===== src/rtl/tpm_port_scheduler.sv =====
// Shares one single-ported synchronous RAM between three request ports using
// one-entry holding registers, a round-robin arbiter and a tagged read-return pipeline.
module tpm_port_scheduler #(
    parameter int WIDTH  = 8,
    parameter int ADDR_W = 4,
    parameter int RD_LAT = 1
) (
    input  logic                clk,
    input  logic                rst_n,
    input  logic [2:0]          req_valid_i,
    output logic [2:0]          req_ready_o,
    input  logic [2:0]          req_we_i,
    input  logic [3*ADDR_W-1:0] req_addr_i,
    input  logic [3*WIDTH-1:0]  req_wdata_i,
    input  logic [5:0]          req_tag_i,
    output logic                mem_en_o,
    output logic                mem_we_o,
    output logic [ADDR_W-1:0]   mem_addr_o,
    output logic [WIDTH-1:0]    mem_wdata_o,
    input  logic [WIDTH-1:0]    mem_rdata_i,
    output logic [2:0]          rsp_valid_o,
    output logic [3*WIDTH-1:0]  rsp_data_o,
    output logic [5:0]          rsp_tag_o,
    output logic                busy_o
);

    typedef enum logic {IDLE = 1'b0, PENDING = 1'b1} entry_state_e;

    entry_state_e      state_q [3];
    entry_state_e      state_d [3];
    logic [2:0]        we_q;
    logic [ADDR_W-1:0] addr_q  [3];
    logic [WIDTH-1:0]  wdata_q [3];
    logic [1:0]        tag_q   [3];
    logic [1:0]        last_q;

    logic [2:0] pending;
    logic [2:0] grant;
    logic [2:0] accept;
    logic [1:0] grant_id;
    logic [1:0] sel;
    logic       any_grant;

    logic              mem_en_q;
    logic              mem_we_q;
    logic [ADDR_W-1:0] mem_addr_q;
    logic [WIDTH-1:0]  mem_wdata_q;

    // Stage 0 travels alongside mem_en; stage RD_LAT lines up with mem_rdata.
    logic [RD_LAT:0] pv_q;
    logic [1:0]      pid_q  [RD_LAT+1];
    logic [1:0]      ptag_q [RD_LAT+1];

    logic [2:0]         rsp_valid_q;
    logic [3*WIDTH-1:0] rsp_data_q;
    logic [5:0]         rsp_tag_q;

    if (RD_LAT < 1 || RD_LAT > 4) begin : g_bad_rd_lat
        $error("tpm_port_scheduler: RD_LAT=%0d outside legal range 1..4", RD_LAT);
    end

    always_comb begin
        for (int i = 0; i < 3; i++) begin
            pending[i] = (state_q[i] == PENDING);
        end
    end

    // Round-robin: search starts at the port after last_q and wraps 3 -> 1.
    always_comb begin
        grant = 3'b000;
        case (last_q)
            2'd1: begin
                if (pending[1])      grant = 3'b010;
                else if (pending[2]) grant = 3'b100;
                else if (pending[0]) grant = 3'b001;
            end
            2'd2: begin
                if (pending[2])      grant = 3'b100;
                else if (pending[0]) grant = 3'b001;
                else if (pending[1]) grant = 3'b010;
            end
            default: begin
                if (pending[0])      grant = 3'b001;
                else if (pending[1]) grant = 3'b010;
                else if (pending[2]) grant = 3'b100;
            end
        endcase
    end

    always_comb begin
        grant_id = 2'd0;
        sel      = 2'd0;
        case (grant)
            3'b001: begin grant_id = 2'd1; sel = 2'd0; end
            3'b010: begin grant_id = 2'd2; sel = 2'd1; end
            3'b100: begin grant_id = 2'd3; sel = 2'd2; end
            default: ;
        endcase
    end

    assign any_grant   = |grant;
    assign req_ready_o = ~pending | grant;
    assign accept      = req_valid_i & req_ready_o;

    always_comb begin
        for (int i = 0; i < 3; i++) begin
            state_d[i] = state_q[i];
            case (state_q[i])
                IDLE:    if (accept[i]) state_d[i] = PENDING;
                PENDING: if (grant[i] && !accept[i]) state_d[i] = IDLE;
            endcase
        end
    end

    always_ff @(posedge clk or negedge rst_n) begin
        if (!rst_n) begin
            for (int i = 0; i < 3; i++) begin
                state_q[i] <= IDLE;
                addr_q[i]  <= '0;
                wdata_q[i] <= '0;
                tag_q[i]   <= '0;
            end
            we_q   <= '0;
            last_q <= 2'd3;
        end else begin
            for (int i = 0; i < 3; i++) begin
                state_q[i] <= state_d[i];
                if (accept[i]) begin
                    we_q[i]    <= req_we_i[i];
                    addr_q[i]  <= req_addr_i[i*ADDR_W +: ADDR_W];
                    wdata_q[i] <= req_wdata_i[i*WIDTH +: WIDTH];
                    tag_q[i]   <= req_tag_i[i*2 +: 2];
                end
            end
            if (any_grant) last_q <= grant_id;
        end
    end

    always_ff @(posedge clk or negedge rst_n) begin
        if (!rst_n) begin
            mem_en_q    <= 1'b0;
            mem_we_q    <= 1'b0;
            mem_addr_q  <= '0;
            mem_wdata_q <= '0;
        end else begin
            mem_en_q <= any_grant;
            mem_we_q <= any_grant & we_q[sel];
            if (any_grant) begin
                mem_addr_q  <= addr_q[sel];
                mem_wdata_q <= wdata_q[sel];
            end
        end
    end

    always_ff @(posedge clk or negedge rst_n) begin
        if (!rst_n) begin
            pv_q <= '0;
            for (int i = 0; i <= RD_LAT; i++) begin
                pid_q[i]  <= '0;
                ptag_q[i] <= '0;
            end
        end else begin
            pv_q      <= {pv_q[RD_LAT-1:0], any_grant & ~we_q[sel]};
            pid_q[0]  <= grant_id;
            ptag_q[0] <= tag_q[sel];
            for (int i = 1; i <= RD_LAT; i++) begin
                pid_q[i]  <= pid_q[i-1];
                ptag_q[i] <= ptag_q[i-1];
            end
        end
    end

    // Only the addressed port's data/tag slice is updated; the others hold.
    always_ff @(posedge clk or negedge rst_n) begin
        if (!rst_n) begin
            rsp_valid_q <= '0;
            rsp_data_q  <= '0;
            rsp_tag_q   <= '0;
        end else begin
            rsp_valid_q <= 3'b000;
            if (pv_q[RD_LAT]) begin
                for (int p = 0; p < 3; p++) begin
                    if (pid_q[RD_LAT] == 2'(p + 1)) begin
                        rsp_valid_q[p]               <= 1'b1;
                        rsp_data_q[p*WIDTH +: WIDTH] <= mem_rdata_i;
                        rsp_tag_q[p*2 +: 2]          <= ptag_q[RD_LAT];
                    end
                end
            end
        end
    end

    assign mem_en_o    = mem_en_q;
    assign mem_we_o    = mem_we_q;
    assign mem_addr_o  = mem_addr_q;
    assign mem_wdata_o = mem_wdata_q;
    assign rsp_valid_o = rsp_valid_q;
    assign rsp_data_o  = rsp_data_q;
    assign rsp_tag_o   = rsp_tag_q;
    assign busy_o      = (|pending) | (|pv_q) | (|rsp_valid_q);

endmodule

===== config.mk =====
export PLATFORM = sky130hd
export DESIGN_NAME = tpm_port_scheduler
export DESIGN_NICKNAME = d
export VERILOG_FILES = /design/src/rtl/tpm_port_scheduler.sv
export SDC_FILE = /design/constraint.sdc
export NUM_CORES = 1
export LEC_CHECK = 0
export CAP_MARGIN = 20
export CORE_AREA = 5 5 100 102
export CTS_CLUSTER_DIAMETER = 60
export CTS_CLUSTER_SIZE = 25
export DETAILED_ROUTE_END_ITERATION = 10
export DIE_AREA = 0 0 105 107
export PLACE_DENSITY = 0.75
export SLEW_MARGIN = 10
export SYNTH_ARGS = -nofsm -noshare
export SYNTH_HDL_FRONTEND = slang
export SYNTH_SLANG_ARGS = --single-unit

===== constraint.sdc =====
create_clock -name clk -period 2.8 [get_ports clk]
set_clock_uncertainty 0.2 [all_clocks]
set_input_delay 0.7 -clock clk [delete_from_list [all_inputs] [get_ports clk]]
set_output_delay 0.7 -clock clk [all_outputs]
set_load 0.05 [all_outputs]

==> insert_results.sql, run 1 <==
INSERT INTO impl_metrics (metric_group, metric, value, unit) VALUES
('outcome', 'status', 'finished, final reports clean', ''),
('critical_path', 'worst_ep_arrival_time', '1.89', 'ns'),
('floorplan', 'design.portCount', '109', ''),
('floorplan', 'floorplan.die_area', '11200', 'um2'),
('worst_hold_path', 'hold_path_class', 'primary input to async pin', ''),
('critical_path', 'timing.critical_path.required', '1.90', 'ns'),
('layout', 'instances_no_fill', '557', ''),
('logic_synthesis', 'yosysUniqueCellTypes', '37', ''),
('sta', 'final_min_period_over_clock_period', '99.7', '%'),
('global_route', 'grt_overflow', '0', ''),
('critical_path', 'critical_path_class', 'register to primary output', ''),
('clocking', 'path_clk_slew', '0.10', 'ns'),
('power_and_ir_drop', 'netSwitchingFraction', '43.2', '%'),
('global_route', 'grt_pass1_vias', '3054', ''),
('logic_synthesis', 'share_of_cell_area_taken_by_muxes_after_synthesis', '15.1', '%'),
('logic_synthesis', 'share_of_async_settable_or_async_resettable_flops_after_synthesis', '100', '%'),
('detailed_routing', 'wl_met3', '740', 'um'),
('detailed_routing', 'wl_met2', '4400', 'um'),
('clocking', 'clock_insertion_delay_worst_skew', '0.36', 'ns'),
('clocking', 'cts-buffers-inserted', '9', ''),
('critical_path', 'rr_worst_depth', '8', ''),
('layout', 'postLayoutCellArea', '5730', 'um2'),
('sta', 'min_period', '2.79', 'ns'),
('power_and_ir_drop', 'power.share.clock', '10.6', '%'),
('detailed_routing', 'top_layer_used', 'met4', ''),
('power_and_ir_drop', 'combPwrFrac', '56.0', '%'),
('detailed_routing', 'count_of_vias_placed_by_the_detailed_router', '2879', ''),
('layout', 'num-fill-cells', '716', ''),
('critical_path', 'critPathLaunchType', 'register', ''),
('logic_synthesis', 'synthesis.nets', '381', ''),
('power_and_ir_drop', 'power_report.internal_total', '0.00475', 'W'),
('floorplan', 'fp.dieW', '105', 'um'),
('sta', 'rsz0062_at_grt', 'yes', ''),
('logic_synthesis', 'synthAdderAreaFrac', '0.590', '%'),
('logic_synthesis', 'main_combinational_cell_family_by_area_after_synthesis', 'multiplexers', ''),
('logic_synthesis', 'post_synth_instance_area', '4240', 'um2'),
('global_route', 'global_route_wire_length_before_repair', '15500', 'um'),
('layout', 'diodes_inserted', '0', ''),
('critical_path', 'crit_start', 'last_q[0]', ''),
('detailed_routing', 'post_route_drc', '0', ''),
('floorplan', 'fp.coreArea', '9020', 'um2'),
('logic_synthesis', 'dominantRegCellSynth', 'sky130_fd_sc_hd__dfrtp_1', ''),
('clocking', 'tritoncts_num_sinks', '107', ''),
('run', 'maximum_capacitance_violations', '0', ''),
('sta', 'report.final.setup_viol', '0', ''),
('detailed_routing', 'drt.antenna.violating_nets', '0', ''),
('power_and_ir_drop', 'power.switching', '0.00361', 'W'),
('logic_synthesis', 'syn_area_per_cell', '13.2', 'um2'),
('detailed_routing', 'drt_pre_antenna_iters', '4', ''),
('floorplan', 'std_cell_rows', '35', ''),
('logic_synthesis', 'ys_seq_elements', '107', ''),
('placed_design', 'placed_area', '5470', 'um2'),
('global_route', 'grt_start_max_net_pins', '45', ''),
('sta', 'final_layout_setup_total_negative_slack', '0', 'ns'),
('placed_design', 'gp_routability_congestion', '0.792', ''),
('placed_design', 'placedCellCount', '533', ''),
('critical_path', 'worst_r2r_startpoint', 'last_q[0]', ''),
('sta', 'max-slew-margin-rel', '52.0', '%'),
('power_and_ir_drop', 'total_power', '0.00836', 'W'),
('layout', 'layout-area-overhead-vs-synth', '35.2', '%'),
('logic_synthesis', 'gate_count_post_synth', '321', ''),
('clocking', 'tritoncts', 'done', ''),
('placed_design', 'post-dp-hpwl', '6840', 'um'),
('sta', 'hold_viol_final', '0', ''),
('logic_synthesis', 'synthSimpleGateAreaFrac', '9.53', '%'),
('sta', 'timing_worst_slew_pin_value', '0.720', 'ns'),
('power_and_ir_drop', 'powerDensity', '1460', 'nW/um2'),
('detailed_routing', 'avg_vias_per_cell', '5.17', ''),
('detailed_routing', 'routed_wl', '9490', 'um'),
('detailed_routing', 'average_wire_per_cell_in_the_routed_design', '17.0', 'um'),
('power_and_ir_drop', 'cellLeakagePower', '2.56', 'nW');
==> critical path, stage by stage, from the launching register on <==
cell,delay (ns)
sky130_fd_sc_hd__dfstp_2,0.57
sky130_fd_sc_hd__inv_2,0.05
sky130_fd_sc_hd__ha_4,0.29
sky130_fd_sc_hd__nand2b_4,0.14
sky130_fd_sc_hd__a21oi_2,0.06
sky130_fd_sc_hd__nand3b_1,0.24
sky130_fd_sc_hd__buf_12,0.19
==> flip-flops by register name, summed over array words and instances (netlist names), 2 cells and up <==
register and count:
wdata_q 24, pv_q 2, last_q 2, mem_wdata_o 8
rsp_tag_o 6, we_q 3, rsp_valid_o 3, ptag_q 4
addr_q 12, pid_q 4, tag_q 6, rsp_data_o 24
pending 3, mem_addr_o 4
==> cell usage after synthesis (2+ instances only) <==
master | number | area, um2
sky130_fd_sc_hd__a21oi_1 | 3 | 15.0
sky130_fd_sc_hd__a221o_1 | 12 | 120
sky130_fd_sc_hd__a22o_1 | 11 | 96.3
sky130_fd_sc_hd__buf_4 | 6 | 45.0
sky130_fd_sc_hd__clkbuf_1 | 6 | 22.5
sky130_fd_sc_hd__dfrtp_1 | 105 | 2630
sky130_fd_sc_hd__dfstp_2 | 2 | 52.6
sky130_fd_sc_hd__ha_1 | 2 | 25.0
sky130_fd_sc_hd__inv_1 | 10 | 37.5
sky130_fd_sc_hd__mux2_1 | 5 | 56.3
sky130_fd_sc_hd__mux2_2 | 50 | 563
sky130_fd_sc_hd__mux2i_1 | 2 | 20.0
sky130_fd_sc_hd__nand2_1 | 65 | 244
sky130_fd_sc_hd__nand2_2 | 2 | 12.5
sky130_fd_sc_hd__nand2b_1 | 6 | 37.5
sky130_fd_sc_hd__nand3_1 | 4 | 20.0
sky130_fd_sc_hd__nand3b_1 | 3 | 22.5
sky130_fd_sc_hd__nor2_1 | 2 | 7.51
sky130_fd_sc_hd__nor2b_1 | 3 | 18.8
sky130_fd_sc_hd__nor3_1 | 3 | 15.0
sky130_fd_sc_hd__o21ai_0 | 3 | 15.0
==> metal layers <==
layer  global-route usage [%]  vias to the layer above
li1                         -                     1346
met1                     22.9                     1423
met2                     27.6                       99
met3                     4.82                       11
met4                     4.57                        0
met5                        0                        -
==> worst paths after layout <==
check,to,slack (ns)
setup / recovery,req_ready_o[2],0.008
hold / removal,rsp_data_o[17],0.13
setup reg to reg,wdata_q[7],0.24
hold reg to reg,pid_q[0],0.15
max in group asynchronous,addr_q[9],1.58
min in group clk,pid_q[0],0.15
==> area by class of cell <==
type	instances	area, um2	share of cell area, %
inverters	10	37.5	0.655
well taps	111	139	2.42
multi-input cells	190	1470	25.6
repair buffers	123	1220	21.3
clock inverters	5	46.3	0.807
clock buffers	11	141	2.47
flip-flops and latches	107	2680	46.7
==> through the flow <==
stage / hold WS [ns] / worst slack, ns / util, %
4_1_cts: 0.124 / -0.0345 / 63.2
5_1_grt: 0.155 / -0.0804 / 63.6
2_1_floorplan: 0.131 / -0.0503 / -
3_5_place_dp: 0.135 / 0.257 / 60.7
3_3_place_gp: 0.133 / 0.278 / 60.6
6_report: 0.126 / 0.00783 / 63.6
==> placed cells by master, fill, tap and decap left out, types with 5 or more instances in the layout <==
master                            count
sky130_fd_sc_hd__a221o_1             12
sky130_fd_sc_hd__a22o_1              11
sky130_fd_sc_hd__buf_4               15
sky130_fd_sc_hd__clkbuf_8            10
sky130_fd_sc_hd__clkdlybuf4s50_1    103
sky130_fd_sc_hd__dfrtp_1            105
sky130_fd_sc_hd__inv_1                9
sky130_fd_sc_hd__mux2_1               5
sky130_fd_sc_hd__mux2_2              50
sky130_fd_sc_hd__nand2_1             64
sky130_fd_sc_hd__nand2b_1             6
==> cell families (layout without fill, tap and decap cells) <==
logic type	count (synthesis)	in the layout
DFF	107	107
and+or+nand+nor	91	91
muxes	57	57
AOI/OAI and AO/OA	40	40
buffers and inverters	24	149
adders and majority gates	2	2
==> power by group through the flow <==
stage	Sequential (W)	Clock [W]	Combinational (W)
6_report	0.00279	0.000890	0.00469
4_1_cts	0.00279	0.000920	0.00467
5_1_grt	0.00288	0.000983	0.00498
3_5_place_dp	0.00282	0	0.00458
2_1_floorplan	0.00384	0	0.00214
3_3_place_gp	0.00279	0	0.00443
==> repair_timing <==
item                                    4_1_cts  5_1_grt
setup buffers                                 5        3
endpoints found under the setup margin        4        3
gates cloned                                  0        0
hold buffers                                  0        0
pin swaps                                     2        1
resized for setup                             3        3
hold endpoints to repair                      0        0
No activity file was read; power rests on OpenSTA's default activity.
==> run 2: changes to the inputs <==
--- a/config.mk
+++ b/config.mk
@@ -6,12 +6,13 @@
 export NUM_CORES = 1
 export LEC_CHECK = 0
 export CAP_MARGIN = 20
-export CORE_AREA = 5 5 100 102
+export CORE_AREA = 5 5 89 91
 export CTS_CLUSTER_DIAMETER = 60
 export CTS_CLUSTER_SIZE = 25
 export DETAILED_ROUTE_END_ITERATION = 10
-export DIE_AREA = 0 0 105 107
-export PLACE_DENSITY = 0.75
+export DIE_AREA = 0 0 94 96
+export DONT_BUFFER_PORTS = 1
+export PLACE_DENSITY = 0.74
 export SLEW_MARGIN = 10
 export SYNTH_ARGS = -nofsm -noshare
 export SYNTH_HDL_FRONTEND = slang
==> insert_results.sql, run 2 (synthesis results as in run 1) <==
INSERT INTO impl_metrics (metric_group, metric, value, unit) VALUES
('outcome', 'status', 'finished with violations', ''),
('outcome', 'failing_checks', 'negative hold slack', ''),
('critical_path', 'cpMaxStageDelayCell', 'sky130_fd_sc_hd__dfstp_2', ''),
('layout', 'mostFrequentLayoutCells', 'sky130_fd_sc_hd__dfrtp_1, sky130_fd_sc_hd__nand2_1, sky130_fd_sc_hd__mux2_2', ''),
('detailed_routing', 'count_of_vias_placed_by_the_detailed_router', '2449', ''),
('clocking', 'clock_insertion_delay_worst_skew', '0.35', 'ns'),
('clocking', 'tritoncts', 'done', ''),
('sta', 'final-max-slew-violation-count', '0', ''),
('detailed_routing', 'avg_vias_per_cell', '5.67', ''),
('layout', 'instances_no_fill', '432', ''),
('critical_path', 'crit_path_max_incr_delay', '0.56', 'ns'),
('layout', 'finish.net_count', '388', ''),
('placed_design', 'place.port_buffers', '0', ''),
('sta', 'hold_viol_final', '105', ''),
('critical_path', 'worst_ep_arrival_time', '1.87', 'ns'),
('placed_design', 'gp_routability_congestion', '0.761', ''),
('sta', 'timing_worst_slew_pin_value', '0.677', 'ns'),
('layout', 'mostFrequentLayoutCell', 'sky130_fd_sc_hd__dfrtp_1', ''),
('clocking', 'tritoncts_num_sinks', '107', ''),
('sta', 'timing_limited_maximum_frequency', '360', 'MHz'),
('critical_path', 'critPathLaunchType', 'register', ''),
('detailed_routing', 'drt_pre_antenna_iters', '5', ''),
('global_route', 'grt_start_max_net_pins', '108', ''),
('critical_path', 'critical_path.endpoint', 'req_ready_o[2]', ''),
('sta', 'max-slew-margin-rel', '54.9', '%'),
('critical_path', 'critical_path_depth', '6', ''),
('critical_path', 'critical_path_class', 'register to primary output', ''),
('layout', 'multi_input_area', '1460', 'um2'),
('critical_path', 'cp.buffers_inverters', '2', ''),
('critical_path', 'worst_r2r_startpoint', 'last_q[0]', ''),
('floorplan', 'start_util', '60.1', '%'),
('detailed_routing', 'detailedRoute.firstIterationViolations', '115', ''),
('sta', 'whs', '-0.174', 'ns'),
('run', 'maximum_capacitance_violations', '0', ''),
('clocking', 'clock_tree_buffer_depth', '2', ''),
('global_route', 'grt_usage', '20.0', '%'),
('layout', 'diodes_inserted', '0', ''),
('global_route', 'grt_overflow', '0', ''),
('layout', 'regArea', '2680', 'um2'),
('clocking', 'cts-buffers-inserted', '9', ''),
('clocking', 'clock_tree.root_cell', 'sky130_fd_sc_hd__clkbuf_8', ''),
('critical_path', 'critical_path.top_delay_family', 'flip-flops', ''),
('critical_path', 'crit_start', 'last_q[0]', ''),
('critical_path', 'critical_path_peak_fanout', '8', ''),
('sta', 'rsz0062_at_grt', 'yes', ''),
('floorplan', 'dieHeight', '96', 'um'),
('placed_design', 'placedCellCount', '411', ''),
('global_route', 'grt_antenna_before_repair', '1', ''),
('clocking', 'cts_max_level', '3', ''),
('critical_path', 'rr_worst_depth', '9', ''),
('critical_path', 'path_cells', 'inv_2 > ha_4 > nand2b_4 > a21oi_2 > nand3b_1 > buf_6', ''),
('sta', 'report.final.setup_viol', '0', ''),
('critical_path', 'setup.reg_to_reg.worst_slack', '0.18', 'ns'),
('placed_design', 'post-dp-hpwl', '5800', 'um'),
('global_route', 'global_route_wire_length_before_repair', '13700', 'um'),
('critical_path', 'end_kind', 'primary output', ''),
('floorplan', 'floorplan.die_area', '9020', 'um2'),
('critical_path', 'timing.critical_path.required', '1.90', 'ns'),
('sta', 'final_min_period_over_clock_period', '99.1', '%'),
('detailed_routing', 'post_route_drc', '0', ''),
('worst_hold_path', 'hold_path_class', 'primary input to async pin', ''),
('detailed_routing', 'drt.antenna.violating_nets', '0', ''),
('detailed_routing', 'routed_wl', '8350', 'um'),
('layout', 'drive_gt1_share', '27.3', '%'),
('floorplan', 'fp.dieW', '94', 'um'),
('clocking', 'path_clk_slew', '0.10', 'ns'),
('layout', 'layout-area-overhead-vs-synth', '7.49', '%'),
('floorplan', 'design.portCount', '109', ''),
('global_route', 'grt_pass1_vias', '2650', ''),
('detailed_routing', 'average_wire_per_cell_in_the_routed_design', '19.3', 'um'),
('critical_path', 'end_of_the_worst_register_to_register_path', 'tag_q[0]', ''),
('layout', 'num-fill-cells', '555', ''),
('floorplan', 'fp.coreArea', '7060', 'um2'),
('sta', 'min_period', '2.77', 'ns'),
('floorplan', 'std_cell_rows', '31', '');
## run 2: what timing repair did
| item | in CTS | in global routing |
|---|---|---|
| gates cloned | 0 | 0 |
| setup endpoints to repair | 2 | 3 |
| setup buffers | 1 | 3 |
| resized for setup | 3 | 1 |
| pin swaps | 0 | 4 |
| hold endpoints to repair | 107 | 107 |
## run 2: layer usage
layer / global-route usage (%) / vias up / part of all wire (%)
li1: - / 1117 / -
met1: 23.9 / 1231 / 40
met2: 33.2 / 88 / 49
met3: 7.97 / 11 / 9.3
met4: 6.86 / 2 / 1.2
met5: 0 / - / 0.13
## run 2: worst register-to-register path, stage by stage, from the launching register on
cell and delay (ns):
sky130_fd_sc_hd__dfstp_2 0.56, sky130_fd_sc_hd__inv_2 0.05, sky130_fd_sc_hd__ha_4 0.31, sky130_fd_sc_hd__nand2b_4 0.15, sky130_fd_sc_hd__a21oi_2 0.05, sky130_fd_sc_hd__nand3b_1 0.21, sky130_fd_sc_hd__buf_4 0.16, sky130_fd_sc_hd__buf_4 0.12
sky130_fd_sc_hd__nand2_2 0.30, sky130_fd_sc_hd__mux2_2 0.39
## run 2: cell type report
cell class                 count  share of cell area [%]
clock buffer                  10                    2.80
clock inverter                 6                    1.07
inverter                      10                   0.823
multi-input combinational    190                    32.0
sequential                   107                    58.8
tap                           99                    2.72
timing repair buffer          10                    1.81
## run 2: how the worst min path moves through the flow
stage / cells past startpoint / slack, ns / from / end
5_1_grt: 0 / -0.21 / rst_n / wdata_q[8]
4_1_cts: 0 / -0.19 / rst_n / wdata_q[8]
6_report: 0 / -0.17 / rst_n / pending[1]
3_5_place_dp: 0 / 0.13 / pid_q[2] / pid_q[0]
3_3_place_gp: 0 / 0.13 / pid_q[3] / pid_q[1]
2_1_floorplan: 0 / 0.13 / pid_q[2] / pid_q[0]
## run 2: per-stage QoR
stage / utilization [%] / hold slack [ns] / TNS [ns] / setup WS, ns / cell area, um2
floorplan: - / 0.131 / -0.772 / -0.0503 / 4270
global placement: 61.4 / 0.132 / 0 / 0.303 / 4330
detailed placement: 61.4 / 0.135 / 0 / 0.268 / 4330
CTS: 64.1 / -0.187 / 0 / 0.0128 / 4520
global route: 64.6 / -0.207 / -0.0694 / -0.0390 / 4560
finish: 64.6 / -0.174 / 0 / 0.0255 / 4560
Power of run 2 is not shown: default switching activity piles up to over one toggle a cycle in this logic, so the estimate is an artifact.
==> run 3: changes to the inputs <==
--- a/config.mk
+++ b/config.mk
@@ -13,7 +13,7 @@
 export DIE_AREA = 0 0 94 96
 export DONT_BUFFER_PORTS = 1
 export PLACE_DENSITY = 0.74
-export SLEW_MARGIN = 10
+export SLEW_MARGIN = 20
 export SYNTH_ARGS = -nofsm -noshare
 export SYNTH_HDL_FRONTEND = slang
 export SYNTH_SLANG_ARGS = --single-unit
==> insert_results.sql, run 3 (synthesis results as in run 1) <==
INSERT INTO impl_metrics (metric_group, metric, value, unit) VALUES
('global_route', 'grt_overflow', '0', ''),
('global_route', 'grt_antenna_before_repair', '1', ''),
('layout', 'multi_input_area', '1460', 'um2'),
('global_route', 'grt_pass1_vias', '2650', ''),
('outcome', 'failing_checks', 'negative hold slack', ''),
('layout', 'num-fill-cells', '558', ''),
('layout', 'layout-area-overhead-vs-synth', '7.47', '%'),
('clocking', 'path_clk_slew', '0.10', 'ns'),
('critical_path', 'critical_path.top_delay_family', 'flip-flops', ''),
('sta', 'whs', '-0.172', 'ns'),
('sta', 'rsz0062_at_grt', 'yes', ''),
('layout', 'diodes_inserted', '0', ''),
('layout', 'finish.net_count', '387', ''),
('sta', 'timing_worst_slew_pin_value', '0.678', 'ns'),
('critical_path', 'timing.critical_path.required', '1.90', 'ns'),
('clocking', 'clock_tree.root_cell', 'sky130_fd_sc_hd__clkbuf_8', ''),
('sta', 'final-max-slew-violation-count', '0', ''),
('sta', 'max-slew-margin-rel', '54.5', '%'),
('sta', 'final_min_period_over_clock_period', '99.7', '%'),
('layout', 'util_after_layout', '64.6', '%'),
('floorplan', 'std_cell_rows', '31', ''),
('detailed_routing', 'average_wire_per_cell_in_the_routed_design', '19.4', 'um'),
('critical_path', 'crit_path_max_incr_delay', '0.57', 'ns'),
('clocking', 'clock_tree_buffer_depth', '2', ''),
('critical_path', 'critical_path_class', 'register to primary output', ''),
('layout', 'mostFrequentLayoutCells', 'sky130_fd_sc_hd__dfrtp_1, sky130_fd_sc_hd__nand2_1, sky130_fd_sc_hd__mux2_2', ''),
('clocking', 'tritoncts', 'done', ''),
('floorplan', 'floorplan.die_area', '9020', 'um2'),
('layout', 'mostFrequentLayoutCell', 'sky130_fd_sc_hd__dfrtp_1', ''),
('floorplan', 'fp.coreArea', '7060', 'um2'),
('global_route', 'grt_usage', '20.0', '%'),
('detailed_routing', 'drt.antenna.violating_nets', '0', ''),
('clocking', 'tritoncts_num_sinks', '107', ''),
('clocking', 'cts_max_level', '3', ''),
('layout', 'regArea', '2680', 'um2'),
('detailed_routing', 'routed_wl', '8380', 'um'),
('floorplan', 'start_util', '60.1', '%'),
('floorplan', 'fp.dieW', '94', 'um'),
('sta', 'hold_viol_final', '105', ''),
('detailed_routing', 'drt_pre_antenna_iters', '4', ''),
('clocking', 'clock_insertion_delay_worst_skew', '0.36', 'ns'),
('placed_design', 'gp_routability_congestion', '0.761', ''),
('sta', 'min_period', '2.79', 'ns'),
('critical_path', 'end_kind', 'primary output', ''),
('global_route', 'global_route_wire_length_before_repair', '13700', 'um'),
('floorplan', 'dieHeight', '96', 'um'),
('detailed_routing', 'post_route_drc', '0', ''),
('critical_path', 'critPathLaunchType', 'register', ''),
('clocking', 'cts-buffers-inserted', '9', ''),
('detailed_routing', 'detailedRoute.firstIterationViolations', '114', ''),
('outcome', 'status', 'finished with violations', ''),
('detailed_routing', 'count_of_vias_placed_by_the_detailed_router', '2440', ''),
('global_route', 'grt_start_max_net_pins', '108', ''),
('placed_design', 'place.port_buffers', '0', ''),
('critical_path', 'path_cells', 'inv_1 > ha_2 > nor2b_1 > o21ai_1 > nand3_1 > buf_6', ''),
('layout', 'drive_gt1_share', '27.4', '%'),
('critical_path', 'worst_ep_arrival_time', '1.89', 'ns'),
('sta', 'timing_limited_maximum_frequency', '358', 'MHz'),
('placed_design', 'post-dp-hpwl', '5800', 'um'),
('critical_path', 'cpMaxStageDelayCell', 'sky130_fd_sc_hd__dfstp_2', ''),
('detailed_routing', 'avg_vias_per_cell', '5.66', ''),
('sta', 'report.final.setup_viol', '0', ''),
('critical_path', 'critical_path_peak_fanout', '6', ''),
('worst_hold_path', 'hold_path_class', 'primary input to async pin', ''),
('critical_path', 'cp.buffers_inverters', '2', ''),
('run', 'maximum_capacitance_violations', '0', ''),
('floorplan', 'design.portCount', '109', '');
-- run 3: cell types whose count changed in the layout (fill, tap and decap cells not counted), sizes merged --
cell / previous run / this run
buf: 10 / 9
-- run 3: layer usage --
layer / GRT usage [%] / part of all wire (%) / wire length [um]
met1: 23.9 / 40 / 3380
met2: 33.2 / 49 / 4130
met3: 7.97 / 8.9 / 748
met5: 0 / 0.13 / 11
met4: 6.86 / 1.4 / 114
-- run 3: stage by stage --
step / cells / setup slack, ns / cell area, um2 / TNS [ns]
final: 431 / 0.00752 / 4560 / 0
after global routing: 431 / -0.0695 / 4560 / -0.111
after CTS: 428 / 0.0128 / 4520 / 0
after detailed placement: 411 / 0.268 / 4330 / 0
after global placement: 411 / 0.303 / 4330 / 0
after floorplan: 321 / -0.0503 / 4270 / -0.772
-- run 3: layout make-up --
| cell class | count | share of cell area, % |
|---|---|---|
| Clock buffer | 10 | 2.80 |
| Clock inverter | 6 | 1.07 |
| Inverter | 10 | 0.824 |
| Multi-Input combinational cell | 190 | 32.1 |
| Sequential cell | 107 | 58.8 |
| Tap cell | 99 | 2.72 |
| Timing Repair Buffer | 9 | 1.65 |
-- run 3: timing repair --
action                                  CTS  global route
pin swaps                                 0             2
endpoints found under the setup margin    2             3
setup buffers                             1             3
resized for setup                         3             1
endpoints found under the hold margin   107           107
-- run 3: worst paths after layout --
| path | startpoint | endpoint | slack, ns | cells past startpoint |
|---|---|---|---|---|
| max | last_q[1] | req_ready_o[0] | 0.008 | 6 |
| min | rst_n | wdata_q[8] | -0.17 | 0 |
| min in group clk | ptag_q[2] | ptag_q[0] | 0.16 | 0 |
| max reg2reg | last_q[0] | tag_q[0] | 0.17 | 9 |
| max in group asynchronous | rst_n | last_q[0] | 2.35 | 0 |
| min reg2reg | ptag_q[2] | ptag_q[0] | 0.16 | 0 |
Power of run 3 is left out for the same reason.
